==> config.mk <==
export PLATFORM = sky130hd
export DESIGN_NAME = bus_wait_ctl_flat
export DESIGN_NICKNAME = d
export VERILOG_FILES = /design/src/rtl/bus_pkg.sv /design/src/rtl/bus_wait_ctl_if.sv /design/src/rtl/bus_region_dec.sv /design/src/rtl/bus_wait_ctl.sv /design/src/flat_wrapper.sv
export SDC_FILE = /design/constraint.sdc
export NUM_CORES = 1
export LEC_CHECK = 0
export ABC_AREA = 1
export BUFFER_PORTS_ARGS = -buffer_cell sky130_fd_sc_hd__clkbuf_2
export CAP_MARGIN = 10
export CORE_MARGIN = 4
export CORE_UTILIZATION = 49
export CTS_BUF_LIST = sky130_fd_sc_hd__clkbuf_4 sky130_fd_sc_hd__clkbuf_8
export CTS_CLUSTER_DIAMETER = 100
export CTS_CLUSTER_SIZE = 14
export DETAILED_ROUTE_END_ITERATION = 10
export GPL_TIMING_DRIVEN = 0
export HOLD_SLACK_MARGIN = 0.02
export PLACE_DENSITY = 0.86
export SLEW_MARGIN = 10
export SYNTH_ARGS = -nofsm -noshare
export SYNTH_HDL_FRONTEND = slang
export SYNTH_HIERARCHICAL = 1
export SYNTH_SLANG_ARGS = --single-unit
==> constraint.sdc <==
create_clock -name clk -period 1.3 [get_ports clk]
set_input_delay 0.065 -clock clk [delete_from_list [all_inputs] [get_ports clk]]
set_output_delay 0.065 -clock clk [all_outputs]
set_load 0.02 [all_outputs]
==> src/rtl/bus_pkg.sv <==
// Shared types and constants for the bus wait-state controller and its region decoder.
// Region codes double as the index of each 2-bit field inside the wait config byte.
package bus_pkg;

   typedef enum logic [1:0] {
      RGN_ROM  = 2'd0,
      RGN_RAML = 2'd1,
      RGN_RAMH = 2'd2,
      RGN_IO   = 2'd3
   } region_e;

   typedef enum logic [1:0] {
      ST_IDLE = 2'd0,
      ST_WAIT = 2'd1,
      ST_HOLD = 2'd2
   } state_e;

   localparam int WCFG_ROM_LSB  = 0;
   localparam int WCFG_RAML_LSB = 2;
   localparam int WCFG_RAMH_LSB = 4;
   localparam int WCFG_IO_LSB   = 6;

   localparam logic [7:0] IO_PAGE_DEFAULT    = 8'hFF;
   localparam logic [7:0] WCFG_RESET_DEFAULT = 8'h41;
   localparam logic [1:0] CFG_SLOT           = 2'b11;

   function automatic logic [1:0] wait_field(input logic [7:0] wcfg, input region_e rgn);
      logic [1:0] n;
      case (rgn)
         RGN_ROM:  n = wcfg[WCFG_ROM_LSB  +: 2];
         RGN_RAML: n = wcfg[WCFG_RAML_LSB +: 2];
         RGN_RAMH: n = wcfg[WCFG_RAMH_LSB +: 2];
         default:  n = wcfg[WCFG_IO_LSB   +: 2];
      endcase
      return n;
   endfunction

endpackage

==> src/rtl/bus_wait_ctl_if.sv <==
// CPU-side bus bundle seen by the wait-state controller.
// The CPU/bench drives the master side; the controller is the slave.
interface bus_wait_ctl_if;
   logic [15:0] a;
   logic [7:0]  d;
   logic        n_oe;
   logic        n_we;
   logic [7:0]  cr;
   logic        n_rdy;
   logic [7:0]  wcfg;
   logic        busy;

   modport master (
      output a, d, n_oe, n_we, cr,
      input  n_rdy, wcfg, busy
   );

   modport slave (
      input  a, d, n_oe, n_we, cr,
      output n_rdy, wcfg, busy
   );
endinterface

==> src/rtl/bus_region_dec.sv <==
// Combinational address/control decode into a bus region and its configured wait count.
// Shared with the board chip-select logic so both always agree on region boundaries.
module bus_region_dec
   import bus_pkg::*;
#(
   parameter logic [7:0] IO_PAGE = IO_PAGE_DEFAULT
) (
   input  logic [15:0] a,
   input  logic [7:0]  cr,
   input  logic [7:0]  wcfg,
   output region_e     region,
   output logic [1:0]  wait_n
);

   // First match wins: the IO page sits inside high RAM and must shadow it.
   always_comb begin
      region = RGN_ROM;
      if (a[15:8] == IO_PAGE) begin
         region = RGN_IO;
      end else if (a[15]) begin
         region = RGN_RAMH;
      end else if (cr[0]) begin
         region = RGN_RAML;
      end
   end

   assign wait_n = wait_field(wcfg, region);

   logic unused_bits;
   assign unused_bits = ^{a[7:0], cr[7:1]};

endmodule

==> src/rtl/bus_wait_ctl.sv <==
// Wait-state controller: stretches each CPU access by the region's wait count and
// holds the runtime-writable wait configuration register at the IO config slot.
module bus_wait_ctl
   import bus_pkg::*;
#(
   parameter logic [7:0] WCFG_RESET = WCFG_RESET_DEFAULT,
   parameter logic [7:0] IO_PAGE    = IO_PAGE_DEFAULT
) (
   input  logic           clk,
   input  logic           rst,
   bus_wait_ctl_if.slave  bus
);

   state_e     state_q, state_d;
   logic [1:0] cnt_q, cnt_d;
   logic       n_rdy_q, n_rdy_d;
   logic       strb_q, strb_d;
   logic       n_we_q, n_we_d;
   logic [7:0] wcfg_q, wcfg_d;
   logic [7:0] wdata_q, wdata_d;
   logic       wflag_q, wflag_d;

   logic       strb;
   logic       start;
   logic       cfg_hit;
   logic       we_rise;
   logic [1:0] wait_n;
   region_e    region_unused;

   bus_region_dec #(
      .IO_PAGE (IO_PAGE)
   ) u_region_dec (
      .a      (bus.a),
      .cr     (bus.cr),
      .wcfg   (wcfg_q),
      .region (region_unused),
      .wait_n (wait_n)
   );

   assign strb    = ~bus.n_oe | ~bus.n_we;
   assign start   = strb & ~strb_q;
   assign cfg_hit = (bus.a[15:8] == IO_PAGE) && (bus.a[2:1] == CFG_SLOT) && !bus.n_we && bus.n_oe;
   assign we_rise = ~n_we_q & bus.n_we;

   // Access sequencing; wait_n comes from wcfg_q, so a same-edge commit never affects this start.
   always_comb begin
      state_d = state_q;
      cnt_d   = cnt_q;
      case (state_q)
         ST_IDLE: begin
            if (start) begin
               if (wait_n == 2'd0) begin
                  state_d = ST_HOLD;
               end else begin
                  state_d = ST_WAIT;
                  cnt_d   = wait_n;
               end
            end
         end
         ST_WAIT: begin
            if (!strb) begin
               state_d = ST_IDLE;
            end else if (cnt_q == 2'd1) begin
               state_d = ST_HOLD;
            end else begin
               cnt_d = cnt_q - 2'd1;
            end
         end
         ST_HOLD: begin
            if (!strb) begin
               state_d = ST_IDLE;
            end
         end
         default: state_d = ST_IDLE;
      endcase
      n_rdy_d = (state_d == ST_WAIT);
   end

   // Config data is staged during the strobe and only becomes live when n_we rises.
   always_comb begin
      strb_d  = strb;
      n_we_d  = bus.n_we;
      wcfg_d  = wcfg_q;
      wdata_d = wdata_q;
      wflag_d = wflag_q;
      if (we_rise) begin
         wflag_d = 1'b0;
         if (wflag_q) begin
            wcfg_d = wdata_q;
         end
      end else if (cfg_hit) begin
         wflag_d = 1'b1;
         wdata_d = bus.d;
      end
   end

   always_ff @(posedge clk) begin
      if (rst) begin
         state_q <= ST_IDLE;
         cnt_q   <= 2'd0;
         n_rdy_q <= 1'b0;
         strb_q  <= 1'b0;
         n_we_q  <= 1'b1;
         wcfg_q  <= WCFG_RESET;
         wdata_q <= 8'h00;
         wflag_q <= 1'b0;
      end else begin
         state_q <= state_d;
         cnt_q   <= cnt_d;
         n_rdy_q <= n_rdy_d;
         strb_q  <= strb_d;
         n_we_q  <= n_we_d;
         wcfg_q  <= wcfg_d;
         wdata_q <= wdata_d;
         wflag_q <= wflag_d;
      end
   end

   assign bus.n_rdy = n_rdy_q;
   assign bus.busy  = n_rdy_q;
   assign bus.wcfg  = wcfg_q;

endmodule

==> src/flat_wrapper.sv <==
// flat-port wrapper written by rule: the top's interface ports become plain ports
module bus_wait_ctl_flat import bus_pkg::*;
#(
   parameter logic [7:0] WCFG_RESET = WCFG_RESET_DEFAULT,
   parameter logic [7:0] IO_PAGE    = IO_PAGE_DEFAULT
)
  (clk, rst, bus_a, bus_d, bus_n_oe, bus_n_we, bus_cr, bus_n_rdy, bus_wcfg, bus_busy);
  bus_wait_ctl_if bus_i ();
  input  logic clk;
  input  logic rst;
  input wire logic [$bits(bus_i.a)-1:0] bus_a;
  input wire logic [$bits(bus_i.d)-1:0] bus_d;
  input wire logic [$bits(bus_i.n_oe)-1:0] bus_n_oe;
  input wire logic [$bits(bus_i.n_we)-1:0] bus_n_we;
  input wire logic [$bits(bus_i.cr)-1:0] bus_cr;
  output wire logic [$bits(bus_i.n_rdy)-1:0] bus_n_rdy;
  output wire logic [$bits(bus_i.wcfg)-1:0] bus_wcfg;
  output wire logic [$bits(bus_i.busy)-1:0] bus_busy;
  assign bus_i.a = bus_a;
  assign bus_i.d = bus_d;
  assign bus_i.n_oe = bus_n_oe;
  assign bus_i.n_we = bus_n_we;
  assign bus_i.cr = bus_cr;
  assign bus_n_rdy = bus_i.n_rdy;
  assign bus_wcfg = bus_i.wcfg;
  assign bus_busy = bus_i.busy;
  bus_wait_ctl #(.WCFG_RESET(WCFG_RESET), .IO_PAGE(IO_PAGE)) u_core (.clk(clk), .rst(rst), .bus(bus_i));
endmodule
==> flow_metrics.env <==
export IMPL_status="finished with violations"
export IMPL_violations="setup timing"
export IMPL_effective_utilization_at_floorplan=0.510
export IMPL_timing_critical_path_from_type="flip-flop"
export IMPL_worst_hold_path_type="input pin to flip-flop"
export IMPL_crit_path_max_fanout=6
export IMPL_finalSetupViolCount=1
export IMPL_worst_hold_start="bus_n_oe"
export IMPL_floorplan_io_pins=46
export IMPL_layout_core_utilization=0.716
export IMPL_power_per_cell_area_nw_per_um2=945
export IMPL_initial_antenna_violation_count=0
export IMPL_crit_path_capture_type="flip-flop"
export IMPL_clock_tree_from_tritoncts="built"
export IMPL_setup_ws_ns=-0.0221
export IMPL_postSynthCellCount=163
export IMPL_numCtsBuffers=3
export IMPL_routed_wire_length_per_instance_um=11.6
export IMPL_final_hold_worst_slack_ns=0.120
export IMPL_netlist_area_um2=1130
export IMPL_mostFrequentLayoutCells="sky130_fd_sc_hd__nand2_1, sky130_fd_sc_hd__clkbuf_2, sky130_fd_sc_hd__nor2_1"
export IMPL_die_y_um=56.0
export IMPL_maxSlewViolCount=0
export IMPL_routed_wl_um=2810
export IMPL_dp_hpwl_um=1810
export IMPL_mappedNetlistNets=200
export IMPL_nNetsFinal=252
export IMPL_antennaDiodeCount=0
export IMPL_power_leakage_nw=0.818
export IMPL_globalRoute_totalOverflow=0
export IMPL_drt_iter0_drc=21
export IMPL_gp_congestion=0.799
export IMPL_startpoint="u_core/bus.wcfg[5]"
export IMPL_insertion_delay_ns=0.32
export IMPL_crit_share_post_route=1.02
export IMPL_die_area_um2=3130
export IMPL_detail_route_first_pass_iterations=5
export IMPL_io_buffer_count=32
export IMPL_fin_total_pwr_w=0.00150
export IMPL_globalRouteTotalUtil=0.171
export IMPL_fin_skew_ns=0.0102
export IMPL_commonest_non_fill_non_tap_cell_in_the_layout="sky130_fd_sc_hd__nand2_1"
export IMPL_numClockSinks=24
export IMPL_rr_startpoint="u_core/bus.wcfg[5]"
export IMPL_final_hold_viol_count=0
export IMPL_grt_start_max_net_pins=15
export IMPL_required_ns=1.52
export IMPL_antenna_left=0
export IMPL_yosysWarnings=6
export IMPL_detailroute_via_count=1167
export IMPL_grt_pass1_wl_um=4370
export IMPL_final_min_clock_period_ns=1.32
export IMPL_cts_path_max_buffers=2
export IMPL_route_detailed_drc=0
export IMPL_route_detailed_vias_per_inst=4.82
export IMPL_rsz0062_at_grt="true"
export IMPL_syn2layout_area_growth_pct=40.4
export IMPL_drv_cap=0
export IMPL_clkSlewWorstSetupHoldPaths_ns=0.12
export IMPL_ir_worst_vdd_v=0.000879
export IMPL_first_global_vias=1063
export IMPL_setup_tns_ns=-0.0221
export IMPL_maxSlewHeadroom=0.762
export IMPL_clock_tree_root_cell="sky130_fd_sc_hd__clkbuf_4"
export IMPL_worstPathArrival_ns=1.55
export IMPL_share_of_cells_above_drive_strength_1=0.355
export IMPL_core_area_um2=2210
export IMPL_core_rowCount=17
export IMPL_worst_pin_slew_ns=0.354
export IMPL_cts_htree_levels=1
export IMPL_die_width_um=56.0
export IMPL_crit_type="flip-flop to flip-flop"
export IMPL_fmaxAchievable_mhz=756
export IMPL_synthesis_area_per_instance_um2=6.92
==> sequential cells by signal, summed over array words and instances, names as in the netlist <==
signal	flops
u_core/bus.busy	1
u_core/bus.wcfg	8
u_core/cnt_q	2
u_core/n_we_q	1
u_core/state_q	2
u_core/strb_q	1
u_core/wdata_q	8
u_core/wflag_q	1
==> worst paths after layout <==
path                       endpoint  slack, ns  cells past startpoint
setup / recovery    u_core/cnt_q[1]      -0.02                     10
hold / removal    u_core/state_q[1]       0.12                      4
setup reg to reg    u_core/cnt_q[1]      -0.02                     10
hold reg to reg      u_core/wflag_q       0.46                      2
==> metal layers <==
metal	vias up	share of wire	track usage
met4	0	0.011	0.0508
met3	6	0.055	0.0348
met5	-	0	0
met1	508	0.42	0.208
met2	42	0.51	0.301
li1	611	-	-
==> power breakdown <==
group | total, W | switching [W] | internal, W
sequential | 0.000760 | 0.00000944 | 0.000751
clock | 0.000537 | 0.000225 | 0.000312
combinational | 0.000200 | 0.000109 | 0.0000913
==> critical path, stage by stage, from the launching register on <==
cell	delay, ns
sky130_fd_sc_hd__dfxtp_2	0.35
sky130_fd_sc_hd__nand2_1	0.08
sky130_fd_sc_hd__nand3_1	0.09
sky130_fd_sc_hd__nand2_1	0.07
sky130_fd_sc_hd__nand2_1	0.08
sky130_fd_sc_hd__nor2_2	0.15
sky130_fd_sc_hd__nor2_1	0.06
sky130_fd_sc_hd__nand2_2	0.14
sky130_fd_sc_hd__nand3_2	0.10
sky130_fd_sc_hd__nand2_2	0.08
sky130_fd_sc_hd__nor2_2	0.04
==> per-stage QoR <==
step / setup slack (ns) / std cells / instance area [um2]
after floorplan: 0.0374 / 163 / 1130
after global placement: 0.0244 / 223 / 1320
after detailed placement: 0.00256 / 223 / 1320
after CTS: 0.00475 / 237 / 1480
after global routing: -0.131 / 242 / 1580
final: -0.0221 / 242 / 1580
==> layout make-up <==
class / instances / area (um2)
tap: 28 / 35.0
buffer: 5 / 46.3
timing repair buffer: 47 / 298
clock buffer: 3 / 22.5
fill: 190 / 628
multi-input combinational: 115 / 593
sequential: 24 / 488
inverter: 19 / 71.3
clock inverter: 1 / 30.0
==> repair_timing <==
action                                  in CTS  in global routing
endpoints found under the setup margin       0                  4
hold buffers                                10                  0
resized for setup                            0                 23
hold endpoints to repair                    10                  0
setup buffers                                0                  5
Power figures use the tool's default switching activity.
